### src/rtl/scd_if.sv
// CRAM/AR inputs and SC/FE/SCAD results exchanged between the SCD datapath and its neighbours.
// MSB-first numbering matches the EBOX bit conventions (bit 0 is the sign).
interface scd_if;
  logic [2:0]   CRAM_SCAD;
  logic [1:0]   CRAM_SCADA;
  logic [1:0]   CRAM_SCADB;
  logic [1:0]   CRAM_SC;
  logic [1:0]   CRAM_FE;
  logic [0:8]   CRAM_MAGIC;
  logic         CRAM_ARMMsel;
  logic [0:35]  EDP_AR;
  logic [0:8]   SCD_ARMMupper;
  logic [13:17] SCD_ARMMlower;
  logic [0:9]   SCD_SCAD;
  logic [0:9]   SCD_SC;
  logic [0:9]   SCD_FE;
  logic         SCD_SCneg;
  logic         SCD_FEneg;
  logic         SCD_SCADeq0;
  logic         SCD_loopDone;

  modport master (
    output CRAM_SCAD, CRAM_SCADA, CRAM_SCADB, CRAM_SC, CRAM_FE,
           CRAM_MAGIC, CRAM_ARMMsel, EDP_AR,
    input  SCD_ARMMupper, SCD_ARMMlower, SCD_SCAD, SCD_SC, SCD_FE,
           SCD_SCneg, SCD_FEneg, SCD_SCADeq0, SCD_loopDone
  );

  modport slave (
    input  CRAM_SCAD, CRAM_SCADA, CRAM_SCADB, CRAM_SC, CRAM_FE,
           CRAM_MAGIC, CRAM_ARMMsel, EDP_AR,
    output SCD_ARMMupper, SCD_ARMMlower, SCD_SCAD, SCD_SC, SCD_FE,
           SCD_SCneg, SCD_FEneg, SCD_SCADeq0, SCD_loopDone
  );
endinterface

### src/rtl/scd.sv
// EBOX shift-count/exponent datapath: SCAD adder with A/B muxes, SC loop counter and FE exponent register.
// SC steps down microcode loops and pulses loopDone when a step carries it from 0 to negative.
module scd #(
  parameter int SCWIDTH = 10
) (
  input  logic  eboxClk,
  input  logic  eboxReset,
  scd_if.slave  bus
);

  logic [0:SCWIDTH-1] scad_a;
  logic [0:SCWIDTH-1] scad_b;
  logic [0:SCWIDTH-1] scad;
  logic [0:SCWIDTH-1] sc_q;
  logic [0:SCWIDTH-1] fe_q;
  logic               loop_done_q;
  logic               ar_sign;

  assign ar_sign = bus.EDP_AR[0];

  // AR exponent is stored one's-complemented when the word is negative, so undo it by sign.
  always_comb begin
    scad_a = '0;
    unique case (bus.CRAM_SCADA)
      2'd0: scad_a = fe_q;
      2'd1: scad_a = {ar_sign, ar_sign, bus.EDP_AR[1:8] ^ {8{ar_sign}}};
      2'd2: scad_a = {4'b0000, bus.EDP_AR[0:5]};
      2'd3: scad_a = {bus.CRAM_MAGIC[0], bus.CRAM_MAGIC};
      default: scad_a = '0;
    endcase
  end

  always_comb begin
    scad_b = '0;
    unique case (bus.CRAM_SCADB)
      2'd0: scad_b = sc_q;
      2'd1: scad_b = {4'b0000, bus.EDP_AR[6:11]};
      2'd2: scad_b = {ar_sign, bus.EDP_AR[0:8]};
      2'd3: scad_b = {bus.CRAM_MAGIC[0], bus.CRAM_MAGIC};
      default: scad_b = '0;
    endcase
  end

  always_comb begin
    scad = '0;
    unique case (bus.CRAM_SCAD)
      3'd0: scad = scad_a;
      3'd1: scad = scad_a - scad_b - 10'd1;
      3'd2: scad = scad_a + scad_b;
      3'd3: scad = scad_a - 10'd1;
      3'd4: scad = scad_a + 10'd1;
      3'd5: scad = scad_a - scad_b;
      3'd6: scad = scad_a | scad_b;
      3'd7: scad = scad_a & scad_b;
      default: scad = '0;
    endcase
  end

  // SC and FE each read the other's pre-edge value, so a same-cycle swap works.
  always_ff @(posedge eboxClk) begin
    if (eboxReset) begin
      sc_q        <= '0;
      fe_q        <= '0;
      loop_done_q <= 1'b0;
    end else begin
      unique case (bus.CRAM_SC)
        2'b01: sc_q <= scad;
        2'b10: sc_q <= sc_q - 10'd1;
        2'b11: sc_q <= '0;
        default: sc_q <= sc_q;
      endcase
      unique case (bus.CRAM_FE)
        2'b01: fe_q <= scad;
        2'b10: fe_q <= sc_q;
        2'b11: fe_q <= '0;
        default: fe_q <= fe_q;
      endcase
      loop_done_q <= (bus.CRAM_SC == 2'b10) && (sc_q == '0);
    end
  end

  assign bus.SCD_SCAD      = scad;
  assign bus.SCD_SCADeq0   = (scad == '0);
  assign bus.SCD_ARMMupper = bus.CRAM_ARMMsel ? {ar_sign, scad[2:9]} : scad[1:9];
  assign bus.SCD_ARMMlower = sc_q[5:9];
  assign bus.SCD_SC        = sc_q;
  assign bus.SCD_FE        = fe_q;
  assign bus.SCD_SCneg     = sc_q[0];
  assign bus.SCD_FEneg     = fe_q[0];
  assign bus.SCD_loopDone  = loop_done_q;

endmodule

### src/flat_wrapper.sv
// flat-port wrapper written by rule: the top's interface ports become plain ports
module scd_flat 
#(
  parameter int SCWIDTH = 10
)
  (eboxClk, eboxReset, bus_CRAM_SCAD, bus_CRAM_SCADA, bus_CRAM_SCADB, bus_CRAM_SC, bus_CRAM_FE, bus_CRAM_MAGIC, bus_CRAM_ARMMsel, bus_EDP_AR, bus_SCD_ARMMupper, bus_SCD_ARMMlower, bus_SCD_SCAD, bus_SCD_SC, bus_SCD_FE, bus_SCD_SCneg, bus_SCD_FEneg, bus_SCD_SCADeq0, bus_SCD_loopDone);
  scd_if bus_i ();
  input  logic eboxClk;
  input  logic eboxReset;
  input wire logic [$bits(bus_i.CRAM_SCAD)-1:0] bus_CRAM_SCAD;
  input wire logic [$bits(bus_i.CRAM_SCADA)-1:0] bus_CRAM_SCADA;
  input wire logic [$bits(bus_i.CRAM_SCADB)-1:0] bus_CRAM_SCADB;
  input wire logic [$bits(bus_i.CRAM_SC)-1:0] bus_CRAM_SC;
  input wire logic [$bits(bus_i.CRAM_FE)-1:0] bus_CRAM_FE;
  input wire logic [$bits(bus_i.CRAM_MAGIC)-1:0] bus_CRAM_MAGIC;
  input wire logic [$bits(bus_i.CRAM_ARMMsel)-1:0] bus_CRAM_ARMMsel;
  input wire logic [$bits(bus_i.EDP_AR)-1:0] bus_EDP_AR;
  output wire logic [$bits(bus_i.SCD_ARMMupper)-1:0] bus_SCD_ARMMupper;
  output wire logic [$bits(bus_i.SCD_ARMMlower)-1:0] bus_SCD_ARMMlower;
  output wire logic [$bits(bus_i.SCD_SCAD)-1:0] bus_SCD_SCAD;
  output wire logic [$bits(bus_i.SCD_SC)-1:0] bus_SCD_SC;
  output wire logic [$bits(bus_i.SCD_FE)-1:0] bus_SCD_FE;
  output wire logic [$bits(bus_i.SCD_SCneg)-1:0] bus_SCD_SCneg;
  output wire logic [$bits(bus_i.SCD_FEneg)-1:0] bus_SCD_FEneg;
  output wire logic [$bits(bus_i.SCD_SCADeq0)-1:0] bus_SCD_SCADeq0;
  output wire logic [$bits(bus_i.SCD_loopDone)-1:0] bus_SCD_loopDone;
  assign bus_i.CRAM_SCAD = bus_CRAM_SCAD;
  assign bus_i.CRAM_SCADA = bus_CRAM_SCADA;
  assign bus_i.CRAM_SCADB = bus_CRAM_SCADB;
  assign bus_i.CRAM_SC = bus_CRAM_SC;
  assign bus_i.CRAM_FE = bus_CRAM_FE;
  assign bus_i.CRAM_MAGIC = bus_CRAM_MAGIC;
  assign bus_i.CRAM_ARMMsel = bus_CRAM_ARMMsel;
  assign bus_i.EDP_AR = bus_EDP_AR;
  assign bus_SCD_ARMMupper = bus_i.SCD_ARMMupper;
  assign bus_SCD_ARMMlower = bus_i.SCD_ARMMlower;
  assign bus_SCD_SCAD = bus_i.SCD_SCAD;
  assign bus_SCD_SC = bus_i.SCD_SC;
  assign bus_SCD_FE = bus_i.SCD_FE;
  assign bus_SCD_SCneg = bus_i.SCD_SCneg;
  assign bus_SCD_FEneg = bus_i.SCD_FEneg;
  assign bus_SCD_SCADeq0 = bus_i.SCD_SCADeq0;
  assign bus_SCD_loopDone = bus_i.SCD_loopDone;
  scd #(.SCWIDTH(SCWIDTH)) u_core (.eboxClk(eboxClk), .eboxReset(eboxReset), .bus(bus_i));
endmodule
### config.mk
export PLATFORM = sky130hd
export DESIGN_NAME = scd_flat
export DESIGN_NICKNAME = d
export VERILOG_FILES = /design/src/rtl/scd_if.sv /design/src/rtl/scd.sv /design/src/flat_wrapper.sv
export SDC_FILE = /design/constraint.sdc
export NUM_CORES = 1
export LEC_CHECK = 0
export ABC_AREA = 1
export BUFFER_PORTS_ARGS = -buffer_cell sky130_fd_sc_hd__buf_2
export CAP_MARGIN = 25
export CELL_PAD_IN_SITES_DETAIL_PLACEMENT = 1
export CELL_PAD_IN_SITES_GLOBAL_PLACEMENT = 2
export CORE_AREA = 2 2 128 130
export DETAILED_ROUTE_END_ITERATION = 8
export DIE_AREA = 0 0 130 132
export PLACE_DENSITY = 0.79
export SLEW_MARGIN = 30
export SYNTH_ARGS = -nofsm -noshare
export SYNTH_HDL_FRONTEND = slang
export SYNTH_SLANG_ARGS = --single-unit
### constraint.sdc
create_clock -name eboxClk -period 8.71 [get_ports eboxClk]
set_input_delay 1.3065 -clock eboxClk [delete_from_list [all_inputs] [get_ports eboxClk]]
set_output_delay 1.3065 -clock eboxClk [all_outputs]
set_load 0.1 [all_outputs]
* Word-level counts from Yosys, hierarchy flattened *
Index checks and enable logic that the tools add are counted.

word-level totals
  register bits after elaboration = 21
  latch bits = 0
  memory bits (writable) = 0
  ROM bits = 0
  output and inout bits = 48
  memories kept = 0

cells by class
  add/sub/neg operators = 6
  $mul = 0
  div/mod/pow operators = 0
  magnitude comparators = 0
  equality and inequality tests = 19
  shift operators = 0
  multiplexer cells = 6
  bitwise operators = 3
  reduce and logical (&&, ||, !) cells = 8

operators by type and width
  cell                     number
  $pmux W10 S4             2
  $pmux W10 S8             1
  $pmux W10 S3             2
  $sub A10 B1 Y10 const B  3
  $logic_not A10 Y1        2
  $eq A2 B2 Y1 const B     8
  $eq A3 B3 Y1 const B     4
  $add A10 B1 Y10 const B  1
  $add A10 B10 Y10         1
  $and A10 B10 Y10         1
  $or A10 B10 Y10          1
  $sub A10 B10 Y10         1
  $mux W9                  1
  $eq A2 B1 Y1 const B     4
  $xor A8 B8 Y8            1
  $eq A3 B2 Y1 const B     2
  $reduce_bool A3 Y1       2
  $logic_not A2 Y1         2
  $eq A3 B1 Y1 const B     1
  $logic_not A3 Y1         1
  $logic_and A1 B1 Y1      1

* Longest topological paths before layout *
Gate-level depths: netlist (run 1).

  depth after elaboration = 6
  mapped depth = 25

* Least setup slack after synthesis (run 1) *
Ideal clock, no wire load.

  path kind = input port to output port
  from = in bus_CRAM_SCADA[0]
  to = out bus_SCD_SCADeq0
  data arrival time = 5.886 ns
  slack = 1.518 ns
  cell stages on the path = 21
  buffers on the path = 1
  cell sequence = buf_4 -> inv_1 -> nor2_1 -> nand3_1 -> nand2_1 -> o21ai_0 -> ha_1 -> fa_1 -> inv_1 -> nand2_1 -> nand2_1 -> inv_1 -> nor2_1 -> nand3_1 -> nor2_1 -> nor2_1 -> o21ai_1 -> nand3_1 -> nor2_1 -> nand3b_1 -> nor2_1

between the ends
  word-level cells in the longest chain between the ends = 6
  elaborated cells between the ends (all ways) = 14
  those cells by class = add/sub (5); eq/ne (3); mux (2); bitwise (2); reduce/logical (2)

RTL lines
  what                                        line                  source
  start: declaration                          flat_wrapper.sv:11    input wire logic [$bits(bus_i.CRAM_SCADA)-1:0] bus_CRAM_SCADA;
  $eq A2 B2 Y1, or another cell as far along  scd.sv:24             unique case (bus.CRAM_SCADA)
  $pmux W10 S4 (*)                            scd.sv:24
  $sub A10 B10 Y10                            scd.sv:48, scd.sv:52
  $sub A10 B1 Y10                             scd.sv:48             3'd1: scad = scad_a - scad_b - 10'd1;
  $pmux W10 S8 (*)                            scd.sv:46             unique case (bus.CRAM_SCAD)
  $logic_not A10 Y1 (*)                       scd.sv:83             assign bus.SCD_SCADeq0 = (scad == '0);
  end: declaration                            flat_wrapper.sv:25    output wire logic [$bits(bus_i.SCD_SCADeq0)-1:0] bus_SCD_SCADeq0;

Mark *: on every way between the ends. The rest lies on a longest branch, timed or not.

* Worst setup path after layout (run 1) *
  from = in bus_CRAM_SCADB[1]
  to = out bus_SCD_SCADeq0

between the ends
  word-level cells in the longest chain between the ends = 6
  elaborated cells between the ends (all ways) = 12
  those cells by class = add/sub (3); eq/ne (3); mux (2); bitwise (2); reduce/logical (2)

RTL lines
  what                                        line                  source
  start: declaration                          flat_wrapper.sv:12    input wire logic [$bits(bus_i.CRAM_SCADB)-1:0] bus_CRAM_SCADB;
  $eq A2 B2 Y1, or another cell as far along  scd.sv:35             unique case (bus.CRAM_SCADB)
  $pmux W10 S4 (*)                            scd.sv:35
  $sub A10 B10 Y10                            scd.sv:48, scd.sv:52
  $sub A10 B1 Y10                             scd.sv:48
  $pmux W10 S8 (*)                            scd.sv:46
  $logic_not A10 Y1 (*)                       scd.sv:83

Marks and branches as above.

==> results.sh, run 1 <==
export IMPL_report_final_hold_viol_count=0
export IMPL_die_w_um=130
export IMPL_clockRootBuffer="clkbuf_16"
export IMPL_slew_headroom=0.505
export IMPL_cts_sinks=21
export IMPL_swShare=0.653
export IMPL_cts_htree_levels=1
export IMPL_grt_pass1_wl_mm=25.3
export IMPL_cts_buffers=3
export IMPL_antenna_found_initial=0
export IMPL_report_final_setup_viol=0
export IMPL_cts_resized=0
export IMPL_hp_class="reg2reg"
export IMPL_ys_warn_count=0
export IMPL_rsz0062_at_grt="false"
export IMPL_tightest_slew_ns=0.734
export IMPL_syn_instance_count=673
export IMPL_power_frac_seq=0.133
export IMPL_fp_coreArea_mm2=0.0157
export IMPL_p_leak_nw=2.37
export IMPL_first_pass_iters=4
export IMPL_r2r_setup_slack_ns=5.45
export IMPL_p_per_area_mw_per_mm2=199
export IMPL_rr_startpoint="u_core.bus.SCD_SC[3]"
export IMPL_crit_type="in2out"
export IMPL_drive_gt1_frac=0.194
export IMPL_synth_ff_type="dfxtp_1"
export IMPL_n_fill_cell=2096
export IMPL_grt_pass1_vias=4790
export IMPL_min_period_ns=6.72
export IMPL_io_pins=107
export IMPL_comb_power_share=0.756
export IMPL_syn_to_final_growth_pct=15.9
export IMPL_p_int_w=0.000312
export IMPL_timing_rr_end="u_core.bus.SCD_FE[2]"
export IMPL_fin_setup_tns_ns=0
export IMPL_drtAntennaViolNets=0
export IMPL_max_stage_delay_ns=0.64
export IMPL_die_h_um=132
export IMPL_placed_cells=950
export IMPL_place_hpwl_mm=13.2
export IMPL_drv_cap=0
export IMPL_pwr_share_clk=0.112
export IMPL_async_flop_share=0
export IMPL_clk_pin_slew_ns=0.06
export IMPL_die_area_mm2=0.0172
export IMPL_cpMaxStageDelayCell="o21ai_0"
export IMPL_vias_per_cell=4.77
export IMPL_fin_hold_ws_ns=0.515
export IMPL_vias=4553
export IMPL_cp_start_kind="input pin"
export IMPL_pre_cts_slack_ns=1.90
export IMPL_cts_tree="done"
export IMPL_worst_skew_pair_late_latency_ns=0.26
export IMPL_post_cts_buffers=0
export IMPL_gp_congestion=0.839
export IMPL_finalMaxSlewViolations=0
export IMPL_wirelength_mm=15.5
export IMPL_cp_max_fo=7
export IMPL_drcViolationCount=0
export IMPL_hold_start="u_core.bus.SCD_FE[9]"
export IMPL_worst_r2r_path_depth=15
export IMPL_status="finished, final reports clean"
export IMPL_io_buffers=82
export IMPL_worstPathRequired_ns=7.40
export IMPL_grt_usage=0.185
export IMPL_ir_drop_v=0.000156
export IMPL_rows=46
export IMPL_period_share=0.771
export IMPL_clk_path_buf_depth=2
export IMPL_end_kind="primary output"
export IMPL_syn_area_mm2=0.00389
export IMPL_skew_ns=0.00135
export IMPL_fmax_ghz=0.149
export IMPL_grt_max_degree=18
export IMPL_start_util=0.247
export IMPL_instances_no_fill=954
export IMPL_worstPathCellList="buf_2 > nor2_1 > inv_1 > o21ai_0 > inv_1 > fa_1 > ha_1 > inv_1 > nor2_1 > nand3_2 > nor2_4 > nand2_1 > nand3_1 > nand3_2 > nand3b_1 > nor2_1 > buf_2"
export IMPL_ys_seq_area_frac=0.108
export IMPL_switching_power_w=0.000586
export IMPL_ctsHoldBuffers=0
export IMPL_synth_edf_count=0
export IMPL_hold_path_depth=2
export IMPL_overflow=0
export IMPL_min_delay_worst_endpoint="u_core.bus.SCD_FE[9]"
export IMPL_syn_num_nets=774
export IMPL_worst_slack_ns=1.99
export IMPL_utilization=0.287
export IMPL_nets=840
export IMPL_wl_per_cell_um=16.3
export IMPL_first_iter_violations=154
export IMPL_ys_ff_latch=21
export IMPL_n_antenna_cell=0
export IMPL_arrival_ns=5.41
export IMPL_avgSynthCellArea_um2=5.78
export IMPL_ys_types=42
[power groups by stage]
stage	Combinational, W	Sequential, W	Clock [W]
after detailed placement	0.000680	0.000121	0
after global routing	0.000738	0.000121	0.000104
after global placement	0.000675	0.000121	0
after floorplan	0.000495	0.000179	0
final	0.000678	0.000119	0.000100
after CTS	0.000682	0.000119	0.000102
[Yosys cell counts (3+ instances only)]
cell type  count  area [µm²]
o21ai_0       46         230
a31oi_1       10        62.6
nand3b_1       5        37.5
buf_4         16         120
inv_2         13        48.8
or2_2          5        31.3
o211ai_1       6        45.0
inv_1         98         368
o21ai_2        4        35.0
a221oi_1       4        35.0
o2111ai_1      3        26.3
nand3_2        9        90.1
a21oi_1       44         220
buf_2          3        15.0
o21ai_1        6        30.0
nor2_4         3        33.8
o22ai_1        3        18.8
nor3_1         4        20.0
o21bai_1       5        37.5
nand3_1       56         280
dfxtp_1       21         420
nand2_1      174         653
nand2_2       10        62.6
nor2_2         7        43.8
a21oi_2        3        26.3
nor2_1        52         195
ha_1          40         500
nand4_1        6        37.5
[layout by cell type, fill, tap and decap left out, types with 5 or more instances in the layout]
cell type and n:
nand2_1 174, inv_1 98, buf_2 82, nand3_1 56, nor2_1 52, o21ai_0 46, a21oi_1 44, ha_1 40
dfxtp_1 21, inv_2 13, nand2_2 10, a31oi_1 10, nand3_2 9, nor2_2 7, o211ai_1 6, o21ai_1 6
nand4_1 6, or2_2 5, o21bai_1 5, nand3b_1 5
[flip-flops by register name (all words and copies together), names as in the netlist]
register / count
u_core.bus.SCD_FE: 10
u_core.bus.SCD_loopDone: 1
u_core.bus.SCD_SC: 10
[layer usage]
layer | track usage | part of all wire | wire [µm]
met1 | 0.246 | 0.47 | 7240
met2 | 0.321 | 0.48 | 7390
met3 | 0.0138 | 0.033 | 514
met4 | 0.0478 | 0.025 | 385
met5 | 0 | 0 | 0
[worst max-delay path by stage]
| stage | start | to | slack (ns) | depth (start not counted) |
|---|---|---|---|---|
| after global placement | bus_CRAM_SCADB[1] | bus_SCD_SCADeq0 | 1.99 | 20 |
| final | bus_CRAM_SCADB[1] | bus_SCD_SCADeq0 | 1.99 | 17 |
| after global routing | bus_CRAM_SCADB[1] | bus_SCD_SCADeq0 | 1.54 | 20 |
| after CTS | bus_CRAM_SCADB[1] | bus_SCD_SCADeq0 | 1.92 | 20 |
| after floorplan | bus_CRAM_SCADA[0] | bus_SCD_SCADeq0 | 1.52 | 21 |
| after detailed placement | bus_CRAM_SCADB[1] | bus_SCD_SCADeq0 | 1.90 | 20 |
[critical path: cells and delay by family]
| family | cells | cell delay (ns) |
|---|---|---|
| adder cells (fa/ha/maj) | 2 | 0.81 |
| AO/OA/AOI/OAI | 1 | 0.64 |
| AND/OR/NAND/NOR | 9 | 1.57 |
| buffers and inverters | 5 | 1.08 |
[area by class of cell]
class / count / area [µm²] / area share
multi-input cells: 519 / 2910 / 0.645
flip-flops and latches: 21 / 420 / 0.0933
inverters: 112 / 420 / 0.0933
repair buffers: 82 / 410 / 0.0911
well taps: 216 / 270 / 0.0600
clock buffers: 3 / 75.1 / 0.0167
clock inverters: 1 / 5.00 / 0.00111
[stage by stage]
stage	power [W]	instance area, µm²
floorplan	0.000675	3890
global placement	0.000796	4430
detailed placement	0.000801	4430
CTS	0.000904	4510
global route	0.000963	4510
finish	0.000897	4510
[cell families after synthesis]
logic type | Yosys count | synth area share
AND/OR/NAND/NOR | 336 | 0.394
AO/OA/AOI/OAI | 138 | 0.207
buffers and inverters | 133 | 0.145
adder cells (fa/ha/maj) | 42 | 0.139
flip-flops | 21 | 0.108
XOR/XNOR | 3 | 0.00676
Note: power is estimated with default switching activity, not from simulation.
==> run 2: changes to the inputs <==
Settings changed: CORE_AREA 2 2 128 130 to 2 2 131 133, DIE_AREA 0 0 130 132 to 0 0 133 135.
Clock period 8.71 ns to 5.7 ns, I/O delays scaled along.
==> run 2 against run 1 <==
Against the previous run: combinational power increased by 55%; clock-buffer cell count increased by 1; total power increased by 54%; flip-flop and latch count unchanged; design area increased by 2.5%.
==> results.sh, run 2 (same netlist as run 1, synthesis figures left out) <==
export IMPL_status="finished, final reports clean"
export IMPL_post_cts_buffers=0
export IMPL_grt_pass1_vias=4719
export IMPL_clk_pin_slew_ns=0.06
export IMPL_cts_tree="done"
export IMPL_wirelength_mm=15.6
export IMPL_max_stage_delay_ns=0.56
export IMPL_start_util=0.237
export IMPL_clockRootBuffer="clkbuf_16"
export IMPL_drcViolationCount=0
export IMPL_slew_headroom=0.527
export IMPL_io_pins=107
export IMPL_place_hpwl_mm=13.2
export IMPL_ir_drop_v=0.000240
export IMPL_fmax_ghz=0.189
export IMPL_rsz0062_at_grt="false"
export IMPL_period_share=0.929
export IMPL_die_h_um=135
export IMPL_drive_gt1_frac=0.208
export IMPL_clk_path_buf_depth=2
export IMPL_worstPathCellList="buf_2 > inv_2 > nor2_4 > a221oi_1 > nand2_1 > o21ai_0 > inv_1 > ha_1 > fa_1 > ha_1 > inv_1 > nor2_1 > nand3_2 > nor2_4 > nand2_1 > nand3_1 > nand3_2 > nand3b_1 > nor2_2 > buf_12"
export IMPL_n_fill_cell=2183
export IMPL_fin_setup_tns_ns=0
export IMPL_cp_max_fo=8
export IMPL_rr_startpoint="u_core.bus.SCD_SC[3]"
export IMPL_r2r_setup_slack_ns=2.56
export IMPL_tightest_slew_ns=0.706
export IMPL_first_pass_iters=4
export IMPL_gp_congestion=0.856
export IMPL_drv_cap=0
export IMPL_die_area_mm2=0.0180
export IMPL_path_buf_inv=5
export IMPL_nets=851
export IMPL_p_per_area_mw_per_mm2=300
export IMPL_critical_path_cell_count=20
export IMPL_final_cell_mix="nand2_1 (174), inv_1 (98), buf_2 (81)"
export IMPL_worst_skew_pair_late_latency_ns=0.26
export IMPL_report_final_setup_viol=0
export IMPL_die_w_um=133
export IMPL_cts_resized=0
export IMPL_crit_start="bus_CRAM_SCADB[1]"
export IMPL_cts_sinks=21
export IMPL_fp_coreArea_mm2=0.0164
export IMPL_n_antenna_cell=0
export IMPL_arrival_ns=4.44
export IMPL_vias=4586
export IMPL_cp_start_kind="input pin"
export IMPL_cpMaxStageDelayCell="fa_1"
export IMPL_crit_family="simple AND/OR/NAND/NOR gates"
export IMPL_end_kind="primary output"
export IMPL_fin_hold_ws_ns=0.523
export IMPL_busiest_layer="met2"
export IMPL_skew_ns=0.00416
export IMPL_overflow=0
export IMPL_rows=47
export IMPL_antenna_found_initial=0
export IMPL_worst_r2r_path_depth=15
export IMPL_crit_type="in2out"
export IMPL_hp_class="reg2reg"
export IMPL_syn_to_final_growth_pct=18.8
export IMPL_worstPathRequired_ns=4.85
export IMPL_worstSetupEndpoint="bus_SCD_SCADeq0"
export IMPL_drtAntennaViolNets=0
export IMPL_report_final_hold_viol_count=0
export IMPL_met2_usage=0.318
export IMPL_use_met1=0.231
export IMPL_use_met3=0.0109
export IMPL_wl_per_cell_um=16.1
export IMPL_cts_buffers=3
export IMPL_timing_rr_end="u_core.bus.SCD_FE[2]"
export IMPL_p_leak_nw=2.43
export IMPL_grt_max_degree=18
export IMPL_vias_per_cell=4.73
export IMPL_finalMaxSlewViolations=0
export IMPL_ctsHoldBuffers=0
export IMPL_layout_commonest_cell="nand2_1"
export IMPL_min_period_ns=5.29
export IMPL_grt_usage=0.176
export IMPL_first_iter_violations=198
export IMPL_io_buffers=82
export IMPL_grt_pass1_wl_mm=25.4
export IMPL_cts_htree_levels=1
## run 2: cell types whose count changed in the layout (fill, tap and decap cells not counted), sizes merged
cell    delta
buf       +11
clkbuf     +1
clkinv     -1
## run 2: worst min path at each step
stage,slack [ns],end,startpoint,depth (start not counted)
after CTS,0.53,u_core.bus.SCD_FE[9],u_core.bus.SCD_FE[9],2
final,0.52,u_core.bus.SCD_FE[9],u_core.bus.SCD_FE[9],2
after global routing,0.55,u_core.bus.SCD_FE[9],u_core.bus.SCD_FE[9],2
after global placement,0.52,u_core.bus.SCD_FE[9],u_core.bus.SCD_FE[9],2
after detailed placement,0.52,u_core.bus.SCD_FE[9],u_core.bus.SCD_FE[9],2
after floorplan,0.93,u_core.bus.SCD_FE[9],u_core.bus.SCD_FE[9],2
## run 2: worst reg2reg max path: stages, from the launching register on
cell	delay [ns]
dfxtp_1	0.40
inv_1	0.11
a221oi_1	0.48
inv_1	0.19
a21oi_1	0.19
ha_1	0.29
nand2_1	0.09
inv_1	0.06
a21oi_1	0.15
nand2_1	0.09
o21ai_0	0.18
nand2_1	0.07
nor2_1	0.23
nand3b_1	0.24
a21oi_1	0.19
nor2_1	0.05
## run 2: cell type report
| type | count | area (µm²) | share of cell area |
|---|---|---|---|
| Multi-Input combinational cell | 519 | 2920 | 0.631 |
| Inverter | 112 | 420 | 0.0910 |
| Sequential cell | 21 | 420 | 0.0910 |
| Tap cell | 220 | 275 | 0.0596 |
| Timing Repair Buffer | 93 | 508 | 0.110 |
| Clock buffer | 4 | 78.8 | 0.0171 |
## run 2: report_power, final
part	switching [W]	total [W]	leakage (nW)	internal, W
clock network	0.0000587	0.000154	0.0382	0.0000955
logic	0.000816	0.00105	2.22	0.000233
registers	0.0000217	0.000182	0.172	0.000160
## run 2: per-stage QoR
step / setup WS, ns / cell area [µm²] / total power [W] / cells / utilization
after floorplan: 0.0670 / 3900 / 0.00103 / 673 / -
after global placement: 0.443 / 4540 / 0.00123 / 965 / 0.277
after detailed placement: 0.418 / 4540 / 0.00123 / 965 / 0.277
after CTS: 0.404 / 4620 / 0.00139 / 969 / 0.282
after global routing: 0.0937 / 4620 / 0.00149 / 969 / 0.282
final: 0.407 / 4620 / 0.00139 / 969 / 0.282
## run 2: per-layer routing
layer | vias up | share of wire | wire length, µm
met5 | - | 0 | 0
met4 | 0 | 0.019 | 300
met3 | 13 | 0.027 | 424
met2 | 80 | 0.48 | 7440
met1 | 2148 | 0.48 | 7410
li1 | 2345 | - | -
